### config.mk
export PLATFORM = sky130hd
export DESIGN_NAME = twiddle_addr_gen
export DESIGN_NICKNAME = d
export VERILOG_FILES = /design/src/rtl/fft_pkg.sv /design/src/rtl/twiddle_fifo.sv /design/src/rtl/twiddle_addr_gen.sv
export SDC_FILE = /design/constraint.sdc
export NUM_CORES = 1
export LEC_CHECK = 0
export ABC_AREA = 1
export CAP_MARGIN = 20
export CORE_ASPECT_RATIO = 0.9
export CORE_MARGIN = 2
export CORE_UTILIZATION = 47
export CTS_CLUSTER_DIAMETER = 200
export DETAILED_ROUTE_END_ITERATION = 12
export PLACE_DENSITY = 0.65
export SYNTH_ARGS = -nofsm -noshare
export SYNTH_HDL_FRONTEND = slang
export SYNTH_SLANG_ARGS = --single-unit
export TNS_END_PERCENT = 5
### constraint.sdc
create_clock -name clk_i -period 4.1 [get_ports clk_i]
set_input_delay 0.615 -clock clk_i [delete_from_list [all_inputs] [get_ports clk_i]]
set_output_delay 0.615 -clock clk_i [all_outputs]
set_load 0.1 [all_outputs]
### src/rtl/fft_pkg.sv
// Shared constants and types for the FFT twiddle path: ROM-facing defaults, the
// address-generator state encoding and the layout of one output FIFO entry.
package fft_pkg;

  localparam int unsigned LOG2N_MAX_DEF = 11;
  localparam int unsigned ADDR_W_DEF    = 16;
  localparam int unsigned DATA_W_DEF    = 32;

  typedef enum logic [1:0] {
    IDLE,
    ISSUE,
    DRAIN,
    DONE
  } tw_gen_state_e;

  typedef struct packed {
    logic [3:0]            stage;
    logic                  last;
    logic [DATA_W_DEF-1:0] data;
  } tw_entry_t;

endpackage

### src/rtl/twiddle_fifo.sv
// Synchronous first-word-fall-through FIFO with occupancy count.
// Depth must be a power of two so the pointers wrap naturally.
module twiddle_fifo #(
  parameter int unsigned Width = 8,
  parameter int unsigned Depth = 4
) (
  input  logic                     clk_i,
  input  logic                     reset_n_i,
  input  logic                     push_i,
  input  logic [Width-1:0]         wdata_i,
  input  logic                     pop_i,
  output logic [Width-1:0]         rdata_o,
  output logic                     empty_o,
  output logic [$clog2(Depth):0]   count_o
);

  localparam int unsigned AddrW = (Depth > 1) ? $clog2(Depth) : 1;
  localparam logic [AddrW:0] FullCount = (AddrW + 1)'(Depth);

  logic [Width-1:0] mem_q [Depth];
  logic [AddrW-1:0] wptr_q, rptr_q;
  logic [AddrW:0]   count_q;
  logic             do_push, do_pop;

  always_comb begin
    do_pop  = pop_i && (count_q != '0);
    // A push into a full FIFO is fine when the head leaves in the same cycle.
    do_push = push_i && ((count_q != FullCount) || do_pop);
  end

  always_ff @(posedge clk_i or negedge reset_n_i) begin
    if (!reset_n_i) begin
      wptr_q  <= '0;
      rptr_q  <= '0;
      count_q <= '0;
    end else begin
      if (do_push) wptr_q <= wptr_q + AddrW'(1);
      if (do_pop)  rptr_q <= rptr_q + AddrW'(1);
      count_q <= count_q + (AddrW + 1)'(do_push) - (AddrW + 1)'(do_pop);
    end
  end

  always_ff @(posedge clk_i) begin
    if (do_push) mem_q[wptr_q] <= wdata_i;
  end

  assign rdata_o = mem_q[rptr_q];
  assign empty_o = (count_q == '0);
  assign count_o = count_q;

endmodule

### src/rtl/twiddle_addr_gen.sv
// Walks every stage/butterfly of a radix-2 DIT FFT, issues twiddle ROM reads and
// hands the returned coefficients to the butterfly datapath through a credited FIFO.
module twiddle_addr_gen
  import fft_pkg::*;
#(
  parameter int unsigned LOG2N_MAX  = LOG2N_MAX_DEF,
  parameter int unsigned ADDR_W     = ADDR_W_DEF,
  parameter int unsigned DATA_W     = DATA_W_DEF,
  parameter int unsigned FIFO_DEPTH = 4,
  parameter int unsigned ROM_LAT    = 1
) (
  input  logic              clk_i,
  input  logic              reset_n_i,
  input  logic              start_i,
  input  logic [3:0]        log2n_i,
  output logic              busy_o,
  output logic              done_o,
  output logic              err_o,
  output logic [ADDR_W-1:0] rom_addr_o,
  output logic              rom_addr_valid_o,
  input  logic [DATA_W-1:0] rom_data_i,
  input  logic              rom_data_valid_i,
  output logic [DATA_W-1:0] tw_data_o,
  output logic [3:0]        tw_stage_o,
  output logic              tw_last_o,
  output logic              tw_valid_o,
  input  logic              tw_ready_i
);

  localparam int unsigned BW   = LOG2N_MAX - 1;
  localparam int unsigned CntW = $clog2(FIFO_DEPTH) + 1;

  tw_gen_state_e     state_q;
  logic [3:0]        log2n_q, s_q;
  logic [BW-1:0]     b_q, b_max;
  logic [CntW-1:0]   inflight_q, fifo_count;
  logic [ADDR_W-1:0] j_idx, addr_d, addr_q;
  logic [4:0]        tag_q;
  logic [4:0]        tag_pipe_q [ROM_LAT];
  logic              busy_q, done_q, err_q, addr_valid_q, last_seen_q;
  logic              issue, last_issue, push, pop, fifo_empty;
  logic              start_legal, start_ok, start_bad, rom_unexp;
  tw_entry_t         wr_entry, rd_entry;

  always_comb begin
    b_max       = BW'((32'd1 << (log2n_q - 4'd1)) - 32'd1);
    last_issue  = (s_q == log2n_q - 4'd1) && (b_q == b_max);
    // Credit: entries already buffered plus reads still in flight must fit the FIFO.
    issue       = (state_q == ISSUE) && ((32'(fifo_count) + 32'(inflight_q)) < FIFO_DEPTH);
    j_idx       = ADDR_W'(b_q) & ((ADDR_W'(1) << s_q) - ADDR_W'(1));
    addr_d      = j_idx << (4'(LOG2N_MAX - 1) - s_q);
    push        = rom_data_valid_i && (inflight_q != '0);
    rom_unexp   = rom_data_valid_i && (inflight_q == '0);
    pop         = !fifo_empty && tw_ready_i;
    start_legal = (log2n_i != 4'd0) && (32'(log2n_i) <= LOG2N_MAX);
    start_ok    = (state_q == IDLE) && start_i && start_legal;
    start_bad   = (state_q == IDLE) && start_i && !start_legal;
  end

  always_ff @(posedge clk_i or negedge reset_n_i) begin
    if (!reset_n_i) begin
      state_q      <= IDLE;
      log2n_q      <= '0;
      s_q          <= '0;
      b_q          <= '0;
      inflight_q   <= '0;
      busy_q       <= 1'b0;
      done_q       <= 1'b0;
      err_q        <= 1'b0;
      addr_q       <= '0;
      addr_valid_q <= 1'b0;
      tag_q        <= '0;
      last_seen_q  <= 1'b0;
    end else begin
      done_q       <= 1'b0;
      err_q        <= start_bad || rom_unexp;
      addr_valid_q <= issue;
      inflight_q   <= inflight_q + CntW'(issue) - CntW'(push);
      if (issue) begin
        addr_q <= addr_d;
        tag_q  <= {s_q, last_issue};
      end
      if (pop && rd_entry.last) last_seen_q <= 1'b1;
      unique case (state_q)
        IDLE: begin
          if (start_ok) begin
            log2n_q     <= log2n_i;
            s_q         <= '0;
            b_q         <= '0;
            last_seen_q <= 1'b0;
            busy_q      <= 1'b1;
            state_q     <= ISSUE;
          end
        end
        ISSUE: begin
          if (issue) begin
            if (b_q == b_max) begin
              b_q <= '0;
              if (last_issue) state_q <= DRAIN;
              else            s_q     <= s_q + 4'd1;
            end else begin
              b_q <= b_q + BW'(1);
            end
          end
        end
        DRAIN: begin
          if ((inflight_q == '0) && fifo_empty && last_seen_q) begin
            done_q  <= 1'b1;
            busy_q  <= 1'b0;
            state_q <= DONE;
          end
        end
        DONE: state_q <= IDLE;
        default: state_q <= IDLE;
      endcase
    end
  end

  // Stage/last tags travel alongside the read so they line up with the ROM return.
  always_ff @(posedge clk_i or negedge reset_n_i) begin
    if (!reset_n_i) begin
      for (int i = 0; i < ROM_LAT; i++) tag_pipe_q[i] <= '0;
    end else begin
      tag_pipe_q[0] <= tag_q;
      for (int i = 1; i < ROM_LAT; i++) tag_pipe_q[i] <= tag_pipe_q[i-1];
    end
  end

  always_comb begin
    wr_entry.stage = tag_pipe_q[ROM_LAT-1][4:1];
    wr_entry.last  = tag_pipe_q[ROM_LAT-1][0];
    wr_entry.data  = rom_data_i;
  end

  twiddle_fifo #(
    .Width($bits(tw_entry_t)),
    .Depth(FIFO_DEPTH)
  ) u_fifo (
    .clk_i     (clk_i),
    .reset_n_i (reset_n_i),
    .push_i    (push),
    .wdata_i   (wr_entry),
    .pop_i     (pop),
    .rdata_o   (rd_entry),
    .empty_o   (fifo_empty),
    .count_o   (fifo_count)
  );

  assign busy_o           = busy_q;
  assign done_o           = done_q;
  assign err_o            = err_q;
  assign rom_addr_o       = addr_q;
  assign rom_addr_valid_o = addr_valid_q;
  assign tw_valid_o       = !fifo_empty;
  assign tw_data_o        = tw_valid_o ? rd_entry.data  : '0;
  assign tw_stage_o       = tw_valid_o ? rd_entry.stage : '0;
  assign tw_last_o        = tw_valid_o && rd_entry.last;

endmodule

* Word level (Yosys, flattened, before mapping)
Memories as Yosys holds them, arrays and structs flattened.
Cells that the tools add are included.
** Operators by class
- Add/sub/neg operators :: 13
- Shift-type cells :: 3
- Divide/modulo/power cells :: 0
- Muxes and demuxes :: 27
- Bitwise gates (word level) :: 1
- Multiply operators :: 0
- Reductions and logical operators :: 32
- Magnitude comparators :: 2
- Eq/ne operators :: 12
** Operators with widths (number)
- $mux W32 :: 1
- $mux W10 :: 3
- $mux W4 :: 5
- $pmux W10 S2 :: 1
- $and A10 B16 Y16 :: 1
- $shl A1 B4 Y16 const A :: 1
- $shl A16 B4 Y16 :: 1
- $sub A16 B1 Y16 const B :: 1
- $logic_and A1 B1 Y1 :: 15
- $add A10 B1 Y10 const B :: 1
- $eq A10 B10 Y1 :: 1
- $mux W2 :: 5
- $ne A2 B2 Y1 const B :: 5
- $reduce_and A5 Y1 :: 2
- $shl A1 B4 Y10 const A :: 1
- $sub A10 B1 Y10 const B :: 1
- $mux W1 :: 9
- $pmux W2 S4 :: 1
- $pmux W4 S2 :: 1
- $add A3 B1 Y3 :: 2
- $logic_not A3 Y1 :: 2
- $reduce_and A3 Y1 :: 2
- $reduce_bool A3 Y1 :: 2
- $sub A3 B1 Y3 :: 2
- 19 further kinds :: 24
** Storage, ports and cells
- Memory bits (read-only) :: 0
- Logic and storage cells :: 107
- Output and inout port bits :: 58
- Latch bits :: 0
- Input port bits :: 41
- Register bits :: 61
- RAM bits :: 148
- Memories kept :: 1
** Memory list
- u_fifo.mem_q :: words 4, width 37, rd ports 1, clocked after memory_dff 0, wr ports 1, RTL line twiddle_fifo.sv:20 : logic [Width-1:0] mem_q [Depth];

* Longest topological paths before layout
- Depth after elaboration :: 9
- Depth in mapped cells :: 24
- Depth with buffers taken out :: 24

* Modules after synthesis
From an unflattened synthesis, not the netlist that was laid out.
** Unflattened totals
- Cell total of the unflattened synthesis :: 1138
- Area total of the unflattened synthesis :: 10390.0 um2
** By module, submodules not included
- twiddle_fifo :: times used 1, area each 6178.4 um2, cells an instance 491
- twiddle_addr_gen :: times used 1, area each 4211.5 um2, cells an instance 647

* Worst setup path after synthesis
Ideal clock, no wire load.
- Path type :: reg2out
- From :: reg u_fifo.rptr_q[1]
- To :: out tw_data_o[25]
- Data arrival time :: 2.722 ns
- Buffers on the path :: 3
- Cell stages (with the launch flop) :: 8
- Path slack :: 0.763 ns
- Required time :: 3.485 ns
- Cell sequence :: dfrtp_1 -> clkbuf_1 -> inv_1 -> clkbuf_1 -> clkbuf_1 -> nor2_1 -> o21ai_0 -> a21oi_1
** On the way
- Word-level cells in the longest chain between the ends :: 2
** Ends and longest elaborated chain
- from (decl) :: RTL line twiddle_fifo.sv:21 : logic [AddrW-1:0] wptr_q, rptr_q;
- from (signal assigned) :: RTL line twiddle_fifo.sv:38 : if (do_pop) rptr_q <= rptr_q + AddrW'(1);
- $mem_v2 Z4 W37
- $mux W32 :: RTL line twiddle_addr_gen.sv:155 : assign tw_data_o = tw_valid_o ? rd_entry.data : '0;
- to (decl) :: RTL line twiddle_addr_gen.sv:23 : output logic [DATA_W-1:0] tw_data_o,
Every way passes these cells.

* Worst setup path in the final report
- From :: reg inflight_q[2]
- To :: reg inflight_q[1]
** On the way
- Word-level cells in the longest chain between the ends :: 5
- Elaborated cells between the ends (all ways) :: 7
- Classes of those cells :: add/sub (3); order compare (1); reduce/logical (3)
** Ends and longest elaborated chain
- from (decl) :: RTL line twiddle_addr_gen.sv:36 : logic [CntW-1:0] inflight_q, fifo_count;
- from (signal assigned) :: RTL line twiddle_addr_gen.sv:78 : inflight_q <= inflight_q + CntW'(issue) - CntW'(push);
- $add A3 B3 Y4 :: RTL line twiddle_addr_gen.sv:49 : issue = (state_q == ISSUE) && ((32'(fifo_count) + 32'(inflight_q)) < FIFO_DEPTH);
- $lt A4 B3 Y1 :: RTL line twiddle_addr_gen.sv:49
- $logic_and A1 B1 Y1 :: RTL line twiddle_addr_gen.sv:49
- net issue :: RTL line twiddle_addr_gen.sv:41 : logic issue, last_issue, push, pop, fifo_empty;
- $add A3 B1 Y3 :: RTL line twiddle_addr_gen.sv:78
- $sub A3 B1 Y3 :: RTL line twiddle_addr_gen.sv:78
The timed path passes the listed nets, and every way through them passes these cells.
A chain may end at the register's enable or synchronous reset.

==> out/metrics.csv <==
metric,value,unit
grtUsageTotal,0.200,
fin_crit_sh,0.772,
synth_top_cell_by_area,edfxtp_1,
insertion_delay,0.50,ns
synth_compound_area_frac,0.0978,
hold_violations,0,
wl,21600,um
synth_adder_area_share,0.0382,
crit_fanout,28,
cts_resized,0,
htree_levels,1,
layout_min_cycle_time,3.17,ns
synth.avg_cell_area,9.70,sq um
min_path_type,input pin to async pin,
hold_buffers,0,
synth_top_family_by_area,simple AND/OR/NAND/NOR gates,
drive_above_1_share,0.109,
syn_nets,1091,
critPathCaptureType,register,
post_cts_buffers,0,
antenna_left,0,
ioPinCount,99,
cts.sinks,209,
num_antenna_cells,0,
grt_max_degree,77,
antenna_found_initial,0,
dieArea,22200,sq um
clockBufferDepth,3,
dp_hpwl,13800,um
synth_seq_cells,209,
worstPathArrival,3.55,ns
mostFrequentLayoutCells,"187 x nor2_1, 163 x nand2_1, 148 x edfxtp_1",
status,completed,
fin_skew,0.0144,ns
reg2reg_depth,12,
synth.yosys.seq_area_share,0.603,
placementRows,50,
ys_types,44,
multi_input_area,3470,sq um
syn_area,9900,sq um
nets,1187,
dr.pass1.iters,5,
grt_overflow,0,
rsz0062_at_grt,no,
worst_setup_path_start_kind,register,
yosys_warnings,0,
die_h,142,um
async_reset_ff_frac,0.292,
synth_top_area_frac,0.449,
setup_violations,0,
cts_tree,built,
worst_ep_required_time,4.49,ns
ys.flop_type,edfxtp_1,
max_freq,316,MHz
core_area,20700,sq um
area_growth,23.6,%
die_w,157,um
io_buffers,98,
synth.area.mux_share,0.00202,
syn_inst,1021,
wl_per_cell,15.2,um
drc,0,
drv_slew,0,
grt_pass1_vias,6869,
tightest_slew,0.987,ns
cap_violations,0,
slew_headroom,0.340,
ff_latch_area,5970,sq um
synth_xor_area_frac,0.0159,
grt_pass1_wl,35500,um
cts_buffers,22,
mostFrequentLayoutCell,nor2_1,
fin_tns_setup,0,ns
clkTransAtPathRegs,0.06,ns
initial_utilization,0.478,
nFillCells,1731,
vias,7254,
critPathKind,register to register,
drt_iter0_drc,463,
gp_congestion,0.896,
synth_area_leaders,"edfxtp_1 45%, dfrtp_1 15%, nor2_1 7.2%, nand2_1 6.2%, o21ai_0 5.8%",
via_per_inst,5.11,
yosys.area_share.simple,0.193,
clk_root_buffer_cell,clkbuf_16,
synth-edff-count,148,
flip-flops by register name, summed over array words and instances, names as in the netlist:
register,count
u_fifo.rptr_q,2
state_q,2
log2n_q,4
u_fifo.count_o,3
tag_pipe_q,5
inflight_q,3
rom_addr_valid_o,1
done_o,1
s_q,4
err_o,1
tag_q,5
busy_o,1
last_seen_q,1
rom_addr_o,16
b_q,10
u_fifo.mem_q,148
u_fifo.wptr_q,2
worst paths after layout:
check | startpoint | end | slack, ns
max | inflight_q[2]$_DFF_PN0_ | inflight_q[1]$_DFF_PN0_ | 0.93
min | reset_n_i | rom_addr_o[13]$_DFFE_PN0P_ | 0.15
max reg2reg | inflight_q[2]$_DFF_PN0_ | inflight_q[1]$_DFF_PN0_ | 0.93
min reg2reg | tag_q[0]$_DFFE_PN0P_ | tag_pipe_q[0]$_DFF_PN0_ | 0.38
max in group asynchronous | reset_n_i | u_fifo.rptr_q[0]$_DFFE_PN0P_ | 3.06
min in group clk_i | tag_q[0]$_DFFE_PN0P_ | tag_pipe_q[0]$_DFF_PN0_ | 0.38
worst max-delay path: stages, from the launching register on:
cell     delay [ns]
dfrtp_1        0.40
ha_1           0.29
or3_1          0.35
a31oi_1        0.14
inv_1          0.08
nor2_2         0.37
inv_2          0.30
ha_1           0.36
inv_1          0.05
ha_1           0.13
inv_1          0.05
fa_1           0.49
inv_1          0.04
per-stage QoR:
step	area [sq um]	utilization	hold WS (ns)	worst slack, ns	cells
after floorplan	9900	-	0.319	0.763	1021
after global placement	11600	0.559	0.364	0.971	1379
after detailed placement	11600	0.559	0.363	0.923	1379
after CTS	12200	0.591	0.166	0.922	1419
after global routing	12200	0.591	0.203	0.725	1419
final	12200	0.591	0.149	0.934	1419
logic make-up after synthesis:
logic type,Yosys count
simple gates,456
flops,209
compound gates,185
buf+inv,122
fa+ha+maj,29
xor+xnor,18
mux,2
per-layer routing:
layer / share of wire / up-vias / track usage / routed length (um)
met4: 0.011 / 0 / 0.0367 / 246
met3: 0.050 / 23 / 0.0281 / 1090
met1: 0.45 / 3432 / 0.279 / 9840
met5: 0 / - / 0 / 0
met2: 0.48 / 172 / 0.338 / 10500
li1: - / 3627 / - / -
synth_stat cells, types with 4 or more instances:
master / number
dfrtp_1: 61
o21ai_0: 115
nand4_1: 6
nor2_2: 11
clkbuf_1: 22
nor3_1: 8
nand3_1: 52
buf_1: 10
xnor2_1: 5
edfxtp_1: 148
a21oi_1: 49
o21ai_1: 4
nand2_1: 163
nand2_2: 11
inv_2: 6
nor2_1: 191
xor2_1: 13
ha_1: 27
inv_1: 75
layout make-up:
cell class / count / area share
Sequential cell: 209 / 0.488
Multi-Input combinational cell: 690 / 0.284
Timing Repair Buffer: 110 / 0.119
Clock buffer: 30 / 0.0483
Tap cell: 286 / 0.0292
Inverter: 84 / 0.0259
Clock inverter: 10 / 0.00552
Power is left out: the tool's default activity adds up to more than one toggle a clock period on the data nets, which glitch-free logic cannot reach.
